$ cat config.mk
export PLATFORM = sky130hd
export DESIGN_NAME = dmem_ctrl
export DESIGN_NICKNAME = d
export VERILOG_FILES = /design/src/rtl/dmem_pkg.sv /design/src/rtl/dmem_lane_fmt.sv /design/src/rtl/dmem_ctrl.sv
export SDC_FILE = /design/constraint.sdc
export NUM_CORES = 1
export LEC_CHECK = 0
export BUFFER_PORTS_ARGS = -buffer_cell sky130_fd_sc_hd__clkbuf_2
export CORE_ASPECT_RATIO = 1.75
export CORE_MARGIN = 8
export CORE_UTILIZATION = 47
export DETAILED_ROUTE_END_ITERATION = 10
export GPL_TIMING_DRIVEN = 0
export HOLD_SLACK_MARGIN = 0.03
export PLACE_DENSITY = 0.82
export SYNTH_ARGS = -nofsm -noshare
export SYNTH_HDL_FRONTEND = slang
export SYNTH_SLANG_ARGS = --single-unit
export TNS_END_PERCENT = 10
$ cat constraint.sdc
create_clock -name clk -period 2.3 [get_ports clk]
set_input_delay 0.46 -clock clk [delete_from_list [all_inputs] [get_ports clk]]
set_output_delay 0.46 -clock clk [all_outputs]
set_load 0.02 [all_outputs]
$ cat src/rtl/dmem_pkg.sv
// Shared types for the data-memory controller: RV32 load/store width codes and FSM states.
package dmem_pkg;

  localparam int MEM_BYTES_DEF = 128;

  typedef enum logic [2:0] {
    F3_B  = 3'b000,
    F3_H  = 3'b001,
    F3_W  = 3'b010,
    F3_BU = 3'b100,
    F3_HU = 3'b101
  } funct3_e;

  typedef enum logic [1:0] {
    ST_IDLE,
    ST_ISSUE,
    ST_WAIT,
    ST_RESP
  } state_e;

  // Control fields captured at the accept handshake.
  typedef struct packed {
    logic       we;
    logic [2:0] funct3;
    logic       dbg;
  } req_ctl_t;

endpackage

$ cat src/rtl/dmem_lane_fmt.sv
// Byte-lane formatter: width/sign + low address bits -> byte enables, replicated
// store data, extended load data and misalign/illegal flags.
module dmem_lane_fmt
  import dmem_pkg::*;
(
  input  logic [2:0]  funct3,
  input  logic        we,
  input  logic [1:0]  off,
  input  logic [31:0] wdata,
  input  logic [31:0] rdata,
  output logic [3:0]  be,
  output logic [31:0] wdata_rep,
  output logic [31:0] rdata_ext,
  output logic        misalign,
  output logic        illegal
);

  logic [31:0] rsh;

  assign rsh = rdata >> {off, 3'b000};

  always_comb begin
    be        = '0;
    wdata_rep = '0;
    rdata_ext = '0;
    misalign  = 1'b0;
    illegal   = 1'b0;
    case (funct3)
      F3_B: begin
        be        = 4'b0001 << off;
        wdata_rep = {4{wdata[7:0]}};
        rdata_ext = {{24{rsh[7]}}, rsh[7:0]};
      end
      F3_H: begin
        be        = 4'b0011 << off;
        wdata_rep = {2{wdata[15:0]}};
        rdata_ext = {{16{rsh[15]}}, rsh[15:0]};
        misalign  = off[0];
      end
      F3_W: begin
        be        = 4'b1111;
        wdata_rep = wdata;
        rdata_ext = rdata;
        misalign  = |off;
      end
      // Unsigned widths exist only for loads.
      F3_BU: begin
        be        = 4'b0001 << off;
        wdata_rep = {4{wdata[7:0]}};
        rdata_ext = {24'b0, rsh[7:0]};
        illegal   = we;
      end
      F3_HU: begin
        be        = 4'b0011 << off;
        wdata_rep = {2{wdata[15:0]}};
        rdata_ext = {16'b0, rsh[15:0]};
        misalign  = off[0];
        illegal   = we;
      end
      default: illegal = 1'b1;
    endcase
  end

endmodule

$ cat src/rtl/dmem_ctrl.sv
// Data-memory controller: round-robin arbiter between CPU and debug ports feeding
// a single-outstanding IDLE->ISSUE->WAIT->RESP sequencer with fixed 3-cycle latency.
module dmem_ctrl
  import dmem_pkg::*;
#(
  parameter int MEM_BYTES = dmem_pkg::MEM_BYTES_DEF,
  parameter int ADDR_W    = 32
) (
  input  logic              clk,
  input  logic              reset,
  input  logic              cpu_req_valid,
  output logic              cpu_req_ready,
  input  logic              cpu_req_we,
  input  logic [2:0]        cpu_req_funct3,
  input  logic [ADDR_W-1:0] cpu_req_addr,
  input  logic [31:0]       cpu_req_wdata,
  output logic              cpu_rsp_valid,
  output logic [31:0]       cpu_rsp_rdata,
  output logic              cpu_rsp_fault,
  input  logic              dbg_req_valid,
  output logic              dbg_req_ready,
  input  logic              dbg_req_we,
  input  logic [ADDR_W-1:0] dbg_req_addr,
  input  logic [31:0]       dbg_req_wdata,
  output logic              dbg_rsp_valid,
  output logic [31:0]       dbg_rsp_rdata,
  output logic              dbg_rsp_fault,
  output logic [ADDR_W-1:0] mem_addr,
  output logic              mem_we,
  output logic              mem_re,
  output logic [3:0]        mem_be,
  output logic [31:0]       mem_wdata,
  input  logic [31:0]       mem_rdata
);

  state_e            state_q, state_d;
  logic              last_dbg_q;
  req_ctl_t          ctl_q;
  logic [ADDR_W-1:0] addr_q;
  logic [31:0]       wdata_q;
  logic [31:0]       rsp_rdata_q;
  logic              rsp_fault_q;

  logic              idle, grant_cpu, grant_dbg, accept;
  logic [3:0]        be;
  logic [31:0]       wdata_rep, rdata_ext;
  logic              misalign, illegal, range_err, fault;

  // Contention goes to whichever port did not win last; last_dbg_q=1 out of reset so cpu wins first.
  assign idle          = (state_q == ST_IDLE) && !reset;
  assign grant_cpu     = cpu_req_valid && (!dbg_req_valid || last_dbg_q);
  assign grant_dbg     = dbg_req_valid && (!cpu_req_valid || !last_dbg_q);
  assign cpu_req_ready = idle && grant_cpu;
  assign dbg_req_ready = idle && grant_dbg;
  assign accept        = cpu_req_ready || dbg_req_ready;

  dmem_lane_fmt u_fmt (
    .funct3    (ctl_q.funct3),
    .we        (ctl_q.we),
    .off       (addr_q[1:0]),
    .wdata     (wdata_q),
    .rdata     (mem_rdata),
    .be        (be),
    .wdata_rep (wdata_rep),
    .rdata_ext (rdata_ext),
    .misalign  (misalign),
    .illegal   (illegal)
  );

  assign range_err = addr_q >= ADDR_W'(MEM_BYTES);
  assign fault     = misalign || illegal || range_err;

  always_ff @(posedge clk) begin
    if (reset) begin
      state_q     <= ST_IDLE;
      last_dbg_q  <= 1'b1;
      ctl_q       <= '0;
      addr_q      <= '0;
      wdata_q     <= '0;
      rsp_rdata_q <= '0;
      rsp_fault_q <= 1'b0;
    end else begin
      state_q <= state_d;
      if (accept) begin
        ctl_q.we     <= dbg_req_ready ? dbg_req_we : cpu_req_we;
        ctl_q.funct3 <= dbg_req_ready ? F3_W : cpu_req_funct3;
        ctl_q.dbg    <= dbg_req_ready;
        addr_q       <= dbg_req_ready ? dbg_req_addr : cpu_req_addr;
        wdata_q      <= dbg_req_ready ? dbg_req_wdata : cpu_req_wdata;
        last_dbg_q   <= dbg_req_ready;
      end
      // mem_rdata carries the ISSUE-cycle read during WAIT.
      if (state_q == ST_WAIT) begin
        rsp_rdata_q <= (!ctl_q.we && !fault) ? rdata_ext : 32'h0;
        rsp_fault_q <= fault;
      end
    end
  end

  always_comb begin
    state_d   = state_q;
    mem_addr  = '0;
    mem_we    = 1'b0;
    mem_re    = 1'b0;
    mem_be    = '0;
    mem_wdata = '0;
    case (state_q)
      ST_IDLE:  if (accept) state_d = ST_ISSUE;
      ST_ISSUE: begin
        state_d = ST_WAIT;
        if (!fault) begin
          mem_addr  = {addr_q[ADDR_W-1:2], 2'b00};
          mem_we    = ctl_q.we;
          mem_re    = !ctl_q.we;
          mem_be    = be;
          mem_wdata = ctl_q.we ? wdata_rep : 32'h0;
        end
      end
      ST_WAIT:  state_d = ST_RESP;
      ST_RESP:  state_d = ST_IDLE;
      default:  state_d = ST_IDLE;
    endcase
  end

  assign cpu_rsp_valid = (state_q == ST_RESP) && !ctl_q.dbg;
  assign dbg_rsp_valid = (state_q == ST_RESP) &&  ctl_q.dbg;
  assign cpu_rsp_rdata = cpu_rsp_valid ? rsp_rdata_q : 32'h0;
  assign dbg_rsp_rdata = dbg_rsp_valid ? rsp_rdata_q : 32'h0;
  assign cpu_rsp_fault = cpu_rsp_valid && rsp_fault_q;
  assign dbg_rsp_fault = dbg_rsp_valid && rsp_fault_q;

endmodule

==> results.cfg <==
[global_routing]
first_global_vias = 7684
grt.total_usage = 0.297
gr-total-overflow = 0
grt_max_degree = 20
grt_pass1_wl_um = 40400
antenna_found_initial = 0

[sta]
drv_slew = 0
period_share = 1.27
rsz0062_at_grt = true
final.min_clock_period_ns = 2.92
post-route-worst-setup-slack_ns = -0.620
worst_pin_slew_ns = 1.24
max_freq_mhz = 342
setup_tns_ns = -23.36
finalSetupViolCount = 45
clock_skew_ns = 0.0101
hold_viol_final = 0
relSlewSlack = 0.176

[route]
routedWlPerCell_um = 19.6
drt_iter0_markers = 448
routed_wirelength_um = 26500
highest_layer = met4
drc = 0
first_pass_iters = 5
wl_met1_um = 9280
vias = 7635
vias_per_cell = 5.65
wl_met3_um = 2070
wl_met2_um = 13400
ant_nets = 0

[setup_path]
worst-path-stages = 8
worst_path_max_delay_cell = or4_4
crit_end = mem_wdata[28]
start_kind = flop
worstPathArrival_ns = 2.46
crit_type = reg -> out
reg2reg_slack_ns = 0.05
worstReg2RegEnd = rsp_rdata_q[23]$_SDFFE_PP0P_
r2r_cells = 6
path_max_fanout = 6
cp_top_family = simple AND/OR/NAND/NOR gates
cpPeakStageDelay_ns = 0.55
timing.rr.start = addr_q[24]$_SDFFE_PP0P_
required_ns = 1.84
crit_chain = or4_4, a2111oi_4, nand4_1, buf_6, buf_12, buf_12, nor3_4, clkbuf_8
worst-path-buf-inv = 4
cpMostUsedCell = buf_12
crit_start = addr_q[24]$_SDFFE_PP0P_
endpoint_kind = primary output

[floorplanning]
start_util = 0.473
fp.dieH_um = 169
dieWidth_um = 103
core_um2 = 13200
io_pins = 309
design.die.area_um2 = 17400
rows = 56

[placed_design]
pre_cts_ws_ns = -0.821
gp_congestion = 0.951
portBuffers = 281
dp.cells = 1327
dp_hpwl_um = 20500

[outcome]
status = finished with violations
violations = setup timing

[clock_network]
numCtsBuffers = 9
clk_pin_slew_ns = 0.08
ctsLongestPathBuffers = 2
clock_sinks = 105
cts_hold_buf = 0
cts_max_level = 3
cts_tree = yes
root_buffer = clkbuf_16
clk_latency_ns = 0.35

[synth]
synth.cell_area_um2 = 6260
ys_types = 48
synthFlopType = dfxtp_1
synth_async_sr_flop_share = 0
ys_ff_latch = 105
synth_edf_count = 0
postSynthCellCount = 846
syn_avg_cell_area_um2 = 7.40
ys_warn_count = 0
seq_area_frac_synth = 0.336

[min_path]
holdPathStages = 3
hp-class = in -> reg

[layout]
drive_gt1_frac = 0.362
nets = 1347
final_common_cell = clkbuf_2
antenna_cells = 0
fill_cells = 1149
final_cell_mix = 252 x clkbuf_2, 176 x nand2_1, 101 x dfxtp_1, 70 x nor2_1, 64 x a311oi_1
syn_to_final_growth_pct = 46.6
layout.cells.non_filler = 1352

[power_and_ir_drop]
cellPowerDensity_nw_per_um2 = 754
ir_drop_v = 0.000424
p_leak_nw = 4.31

[run]
cap_violations = 0
[worst min path at each step]
stage	startpoint	slack (ns)	endpoint
after floorplan	rsp_rdata_q[0]$_SDFFE_PP0P_	0.43	rsp_rdata_q[0]$_SDFFE_PP0P_
after global placement	rsp_rdata_q[19]$_SDFFE_PP0P_	0.44	rsp_rdata_q[19]$_SDFFE_PP0P_
after detailed placement	rsp_rdata_q[14]$_SDFFE_PP0P_	0.45	rsp_rdata_q[14]$_SDFFE_PP0P_
after CTS	cpu_req_addr[23]	0.33	addr_q[23]$_SDFFE_PP0P_
after global routing	cpu_req_addr[24]	0.34	addr_q[24]$_SDFFE_PP0P_
final	cpu_req_addr[23]	0.34	addr_q[23]$_SDFFE_PP0P_
[cell families (layout without fill, tap and decap cells)]
group           Yosys count  count (layout)  share of synthesized area
flops                   105             105                      0.336
simple gates            410             410                      0.306
buf+inv                 113             419                     0.0883
compound gates          200             200                      0.240
other cells               1              27                   0.000599
mux                      12              12                     0.0192
fa+ha+maj                 5               5                    0.00999
[power by group]
group | total, mW | internal, mW | switching, mW | leakage [nW]
clock | 1.67 | 0.904 | 0.768 | 0.159
sequential | 2.34 | 2.10 | 0.240 | 0.858
combinational | 2.90 | 1.09 | 1.81 | 3.29
total | 6.92 | 4.10 | 2.82 | 4.31
[per-layer routing]
| layer | up-vias | global-route usage |
|---|---|---|
| li1 | 3623 | - |
| met5 | - | 0 |
| met4 | 0 | 0.199 |
| met1 | 3482 | 0.310 |
| met2 | 412 | 0.519 |
| met3 | 118 | 0.0539 |
[area by class of cell]
class	count	area (um2)	area share
Timing Repair Buffer	290	1800	0.196
Multi-Input combinational cell	654	4090	0.445
Sequential cell	105	2110	0.230
Buffer	106	616	0.0671
Tap cell	174	218	0.0237
Inverter	7	26.3	0.00286
Clock buffer	10	239	0.0260
Clock inverter	6	83.8	0.00913
[Yosys cell counts, types with 13 or more instances]
| library cell | instances | area [um2] |
|---|---|---|
| clkbuf_1 | 62 | 233 |
| and2_1 | 37 | 231 |
| and3_1 | 41 | 257 |
| nor2_1 | 74 | 278 |
| nor2b_1 | 16 | 100 |
| a2bb2oi_1 | 18 | 158 |
| o2bb2ai_1 | 13 | 114 |
| a211oi_1 | 22 | 165 |
| o21ai_0 | 31 | 155 |
| a311oi_1 | 65 | 569 |
| nor3_1 | 39 | 195 |
| dfxtp_1 | 105 | 2100 |
| nand2_1 | 176 | 661 |
| buf_4 | 27 | 203 |
| a21oi_1 | 27 | 135 |
[sequential cells by signal, indices dropped and copies added, names as in the netlist]
name         flops
addr_q          32
rsp_rdata_q     32
wdata_q         32
ctl_q            5
state_q          2
last_dbg_q       1
rsp_fault_q      1
[worst register-to-register path, delay by kind of cell (launching register included)]
family	cells	cell delay, ns
buffers and inverters	2	0.51
and+or+nand+nor	2	0.90
DFF	1	0.33
AOI/OAI and AO/OA	2	0.44
[timing repair]
action,CTS,global route
pin swaps,28,6
setup endpoints to repair,190,183
gates cloned,3,0
gates resized for setup,128,98
buffers inserted,3,3
[stage by stage]
stage          power (mW)  cell area (um2)  utilization  hold slack, ns
2_1_floorplan        4.04             6450            -           0.431
3_3_place_gp         4.83             8070        0.610           0.441
3_5_place_dp         4.88             8070        0.610           0.448
4_1_cts              6.73             8990        0.679           0.331
5_1_grt              7.28             9180        0.693           0.344
6_report             6.92             9180        0.693           0.337
Note: power is estimated with default switching activity, not from simulation.
